===== src/rtl/ads1256_spi_responder.sv =====
// ADS1256-style SPI peripheral emulator (CPOL=0, CPHA=1) with DRDY strobe.
// Build option ADS_RESP_LOOPBACK_EN: MISO replays the previous rx_data instead of the hold register.
`timescale 1ns/1ps
module ads1256_spi_responder #(
  parameter int DATA_W      = 24,
  parameter int SYNC_STAGES = 2
) (
  input  logic              sys_clk,
  input  logic              rst_n,
  input  logic              spi_sclk,
  input  logic              spi_cs_n,
  input  logic              spi_mosi,
  output logic              spi_miso,
  output logic              spi_drdy_n,
  input  logic [DATA_W-1:0] tx_data,
  input  logic              tx_load,
  output logic [DATA_W-1:0] rx_data,
  output logic              rx_valid,
  output logic              frame_err
);

  // state | meaning
  // IDLE  | waiting for an SCLK rise with cs_n low; MISO held low
  // SHIFT | frame in flight; MOSI sampled on falls, MISO advanced on rises
  // DONE  | single cycle publishing rx_data and rx_valid
  typedef enum logic [1:0] {IDLE, SHIFT, DONE} state_t;

  localparam int CNT_W = $clog2(DATA_W + 1);

  state_t state, state_nxt;

  logic [SYNC_STAGES-1:0] sclk_sync, cs_sync, mosi_sync;
  logic sclk_dly, cs_dly, mosi_smp;
  logic sclk_rise, sclk_fall, cs_rise;

  logic [DATA_W-1:0] hold;
  logic [DATA_W-2:0] tx_shift;
  logic [DATA_W-1:0] rx_shift;
  logic [DATA_W-1:0] tx_src;
  logic [CNT_W-1:0]  bit_cnt;
  logic              pending;
  logic              start, abort, last_fall;

  // Edge pulses are registered, so cs_dly and mosi_smp line up with them.
  always_ff @(posedge sys_clk or negedge rst_n) begin
    if (!rst_n) begin
      sclk_sync <= '0;
      cs_sync   <= '1;
      mosi_sync <= '0;
      sclk_dly  <= 1'b0;
      cs_dly    <= 1'b1;
      mosi_smp  <= 1'b0;
      sclk_rise <= 1'b0;
      sclk_fall <= 1'b0;
      cs_rise   <= 1'b0;
    end else begin
      sclk_sync <= {sclk_sync[SYNC_STAGES-2:0], spi_sclk};
      cs_sync   <= {cs_sync[SYNC_STAGES-2:0], spi_cs_n};
      mosi_sync <= {mosi_sync[SYNC_STAGES-2:0], spi_mosi};
      sclk_dly  <= sclk_sync[SYNC_STAGES-1];
      cs_dly    <= cs_sync[SYNC_STAGES-1];
      mosi_smp  <= mosi_sync[SYNC_STAGES-1];
      sclk_rise <= sclk_sync[SYNC_STAGES-1] & ~sclk_dly;
      sclk_fall <= ~sclk_sync[SYNC_STAGES-1] & sclk_dly;
      cs_rise   <= cs_sync[SYNC_STAGES-1] & ~cs_dly;
    end
  end

`ifdef ADS_RESP_LOOPBACK_EN
  assign tx_src = rx_data;
`else
  assign tx_src = hold;
`endif

  assign spi_drdy_n = ~pending;
  assign last_fall  = sclk_fall && (bit_cnt == CNT_W'(DATA_W - 1));

  always_ff @(posedge sys_clk or negedge rst_n) begin
    if (!rst_n) state <= IDLE;
    else        state <= state_nxt;
  end

  always_comb begin
    state_nxt = state;
    start     = 1'b0;
    abort     = 1'b0;
    case (state)
      IDLE: begin
        if (sclk_rise && !cs_dly) begin
          start     = 1'b1;
          state_nxt = SHIFT;
        end
      end
      SHIFT: begin
        if (cs_rise) begin
          abort     = 1'b1;
          state_nxt = IDLE;
        end else if (last_fall) begin
          state_nxt = DONE;
        end
      end
      DONE:    state_nxt = IDLE;
      default: state_nxt = IDLE;
    endcase
  end

  always_ff @(posedge sys_clk or negedge rst_n) begin
    if (!rst_n) begin
      hold      <= '0;
      pending   <= 1'b0;
      tx_shift  <= '0;
      rx_shift  <= '0;
      bit_cnt   <= '0;
      spi_miso  <= 1'b0;
      rx_data   <= '0;
      rx_valid  <= 1'b0;
      frame_err <= 1'b0;
    end else begin
      rx_valid  <= 1'b0;
      frame_err <= 1'b0;

      // A load in the frame-start cycle wins: the frame takes the old hold value.
      if (tx_load) begin
        hold    <= tx_data;
        pending <= 1'b1;
      end else if (start) begin
        pending <= 1'b0;
      end

      case (state)
        IDLE: begin
          spi_miso <= 1'b0;
          if (start) begin
            tx_shift <= tx_src[DATA_W-2:0];
            spi_miso <= tx_src[DATA_W-1];
            rx_shift <= '0;
            bit_cnt  <= '0;
          end
        end
        SHIFT: begin
          if (abort) begin
            frame_err <= 1'b1;
            spi_miso  <= 1'b0;
          end else begin
            if (sclk_fall) begin
              rx_shift <= {rx_shift[DATA_W-2:0], mosi_smp};
              bit_cnt  <= bit_cnt + 1'b1;
            end
            if (sclk_rise) begin
              spi_miso <= tx_shift[DATA_W-2];
              tx_shift <= {tx_shift[DATA_W-3:0], 1'b0};
            end
          end
        end
        DONE: begin
          rx_data  <= rx_shift;
          rx_valid <= 1'b1;
          spi_miso <= 1'b0;
        end
        default: spi_miso <= 1'b0;
      endcase
    end
  end

endmodule


===== config.mk =====
export PLATFORM = sky130hd
export DESIGN_NAME = ads1256_spi_responder
export DESIGN_NICKNAME = d
export VERILOG_FILES = /design/src/rtl/ads1256_spi_responder.sv
export SDC_FILE = /design/constraint.sdc
export NUM_CORES = 1
export LEC_CHECK = 0
export ABC_AREA = 1
export BUFFER_PORTS_ARGS = -buffer_cell sky130_fd_sc_hd__buf_2
export CORE_ASPECT_RATIO = 1.1
export CORE_MARGIN = 2
export CORE_UTILIZATION = 28
export DETAILED_ROUTE_END_ITERATION = 10
export GPL_TIMING_DRIVEN = 0
export HOLD_SLACK_MARGIN = 0.06
export PLACE_DENSITY_LB_ADDON = 0.12
export SLEW_MARGIN = 15
export SYNTH_ARGS = -nofsm -noshare
export SYNTH_HDL_FRONTEND = slang
export SYNTH_SLANG_ARGS = --single-unit

===== constraint.sdc =====
create_clock -name sys_clk -period 2.6 [get_ports sys_clk]
set_input_delay 0.52 -clock sys_clk [delete_from_list [all_inputs] [get_ports sys_clk]]
set_output_delay 0.52 -clock sys_clk [all_outputs]
set_load 0.01 [all_outputs]

==> flow_metrics.py <==
metrics = {
    "drt": {
        "vias": 3554,
        "m1WireLength_um": 5151,
        "remaining_drc_errors": 0,
        "totalWireLength_um": 10440,
        "highest_layer": "met4",
        "viasPerCell": 4.339,
        "wl_per_cell_um": 12.75,
        "wl_met3_um": 442,
        "drt_pre_antenna_iters": 6,
        "route.met2.wl_um": 4674,
        "drtIter0Drc": 196,
        "ant_nets": 0,
    },
    "cts": {
        "cts_root_buf": "clkbuf_16",
        "cts_tree": "built",
        "numCtsBuffers": 17,
        "htreeDepth": 4,
        "clkLatencyLatePin_ns": 0.41,
        "ctsLongestPathBuffers": 2,
        "clkTransAtPathRegs_ns": 0.05,
        "holdBufCountCts": 1,
        "post_cts_buffers": 0,
        "cts_resized": 0,
        "numClockSinks": 118,
    },
    "logic_synthesis": {
        "synth_edf_count": 0,
        "synthCells": 525,
        "synth.distinct_cells": 22,
        "synthTopCellsByArea": "dfrtp_1 61%, nand2_1 14%, o21ai_0 9.4%",
        "synth-seq-cells": 118,
        "synth_top_area_cell": "dfrtp_1",
        "synth-seq-area-share": 0.6223,
        "yosysWarnings": 0,
        "syn_area_sq_mm": 0.004751,
        "synth.avg_cell_area_sq_um": 9.049,
        "synth_nets": 556,
        "async_flop_share": 1.000,
        "synth-main-ff-cell": "dfrtp_1",
        "netlist.area_leader.share": 0.6057,
    },
    "setup_path": {
        "cp_max_fo": 2,
        "reg2regPathDepth": 6,
        "cp-start-kind": "register",
        "worstSetupPathType": "register to primary output",
        "r2r_start": "state[0]",
        "endpoint_kind": "primary output",
        "r2r-end": "tx_shift[18]",
        "path_cells": "inv_1 -> buf_2",
        "reg2reg_slack_ns": 1.10,
        "critPathSlowestCell": "dfrtp_1",
        "required_ns": 2.08,
        "slowest_delay_ns": 0.35,
        "arrival_ns": 0.99,
    },
    "sta": {
        "max_slew_margin": 0.6221,
        "finalSetupViolCount": 0,
        "maxSlewViolCount": 0,
        "holdWs_ns": 0.2080,
        "worst_pin_slew_ns": 0.5669,
        "fin_crit_sh": 0.5808,
        "period_minus_slack_ns": 1.510,
        "clock_skew_ns": 0.004471,
        "hold_violations": 0,
        "max_freq_mhz": 662.2,
        "rsz0062_at_grt": "false",
    },
    "layout": {
        "drive_gt1_frac": 0.1854,
        "fin_util": 0.3601,
        "diodes": 0,
        "area_growth_pct": 25.02,
        "nNetsFinal": 633,
        "num-fill-cells": 1728,
    },
    "floorplanning": {
        "die_h_um": 140.6,
        "boundaryPins": 58,
        "die_w_um": 128.2,
        "core_sq_mm": 0.01649,
        "core.rowCount": 49,
        "die_area_sq_mm": 0.01803,
        "initial_core_util": 0.2881,
    },
    "outcome": {
        "status": "finished, final reports clean",
    },
    "min_path": {
        "holdPathStages": 1,
        "hp-start": "spi_cs_n",
        "hp-class": "input pin to register",
        "min_to": "cs_sync[0]",
    },
    "global_routing": {
        "grt_max_degree": 71,
        "antenna_found_initial": 0,
        "gr-total-overflow": 0,
        "grtUsageTotal": 0.1277,
        "grt_pass1_wl_um": 17880,
        "first_global_vias": 3531,
    },
    "pwr": {
        "power_w": 0.005077,
        "internal_power_w": 0.003781,
        "seq_power_share": 0.423,
        "p_leak_nw": 2.971,
        "combinationalPowerShare": 0.102,
        "p_sw_frac": 0.2552,
        "vdd.ir_drop.worst_v": 0.0004314,
        "clockPowerShare": 0.475,
        "cellPowerDensity_mw_per_mm2": 854.9,
        "p_sw_w": 0.001296,
    },
    "placed_design": {
        "numPortBuffers": 56,
        "dp_hpwl_um": 7062,
        "globalplace.congestion": 0.7458,
    },
    "run": {
        "max_cap_violations": 0,
    },
}
-- flip-flops by register name, summed over array words and instances (netlist names), 2 cells and up --
signal / cells
hold: 24
rx_data: 24
rx_shift: 24
tx_shift: 23
bit_cnt: 5
cs_sync: 2
mosi_sync: 2
sclk_sync: 2
state: 2
-- synthesized netlist by cell type, types with 3 or more instances --
library cell and count:
nand2_1 172, nand3_1 28, dfstp_2 3, buf_6 5
nand4_1 5, o21ai_0 89, buf_4 3, dfrtp_1 115
nor2_1 10, buf_2 7, clkbuf_1 10, o21ai_1 5
inv_1 61
-- cell families (layout without fill, tap and decap cells) --
family                   Yosys count  after routing  synth area share
AO/OA/AOI/OAI                     95             95            0.1006
multiplexers                       2              2          0.004740
flip-flops                       118            118            0.6223
adder cells (fa/ha/maj)            1              1          0.002633
AND/OR/NAND/NOR                  220            220            0.1873
buffers and inverters             89            179           0.08243
-- final cells by class --
class / instances / area [sq um] / area share
Sequential cell: 118 / 2957 / 0.4978
Multi-Input combinational cell: 318 / 1403 / 0.2361
Clock buffer: 20 / 456.7 / 0.07689
Timing Repair Buffer: 58 / 324.1 / 0.05456
Tap cell: 204 / 255.2 / 0.04297
Inverter: 64 / 240.2 / 0.04045
Clock inverter: 12 / 152.6 / 0.02570
Buffer: 25 / 151.4 / 0.02549
-- through the flow --
step / cells / instance area (sq um) / setup TNS [ns] / setup slack (ns)
2_1_floorplan: 525 / 4751 / 0 / 1.335
3_3_place_gp: 785 / 5286 / -63.40 / -0.5625
3_5_place_dp: 786 / 5320 / 0 / 0.6836
4_1_cts: 819 / 5939 / 0 / 1.067
5_1_grt: 819 / 5939 / 0 / 0.9337
6_report: 819 / 5939 / 0 / 1.090
-- power groups by stage --
stage | registers [W] | logic (W) | clock network [W]
after floorplan | 0.00215 | 0.000355 | 0
after global placement | 0.00218 | 0.000515 | 0
after detailed placement | 0.00218 | 0.000532 | 0
after CTS | 0.00215 | 0.000536 | 0.00248
after global routing | 0.00217 | 0.000610 | 0.00258
final | 0.00215 | 0.000519 | 0.00241
-- how the worst max path moves through the flow --
| stage | from | end | cells after the start |
|---|---|---|---|
| 5_1_grt | cs_dly | tx_shift[15] | 9 |
| 3_5_place_dp | tx_load | hold[17] | 4 |
| 4_1_cts | pending | spi_drdy_n | 2 |
| 6_report | pending | spi_drdy_n | 2 |
| 2_1_floorplan | cs_dly | tx_shift[10] | 9 |
| 3_3_place_gp | rst_n | hold[8] | 1 |
-- cell usage in the layout, fill, tap and decap left out, types with 2 or more instances in the layout --
cell,instances
bufinv_16,3
dfstp_2,3
nand2_2,2
nand2_1,172
nand4_1,5
nand3_1,28
buf_4,3
o21ai_0,89
inv_1,61
nor2_1,10
mux2_2,2
buf_2,62
o21ai_1,5
clkbuf_1,11
dfrtp_1,115
clkbuf_8,2
buf_6,6
clkinv_4,2
clkinvlp_4,4
clkbuf_16,17
clkinv_2,3
inv_2,2
-- critical path, delay by kind of cell, from the launching register on --
family	cells	cell delay [ns]
buffers and inverters	2	0.23
flip-flops	1	0.35
-- per-layer routing --
layer  up-vias  track usage
li1       1807            -
met1      1661       0.1730
met2        71       0.1887
met3        15      0.03909
met4         0      0.05552
met5         -            0
(Power assumes the default switching activity.)
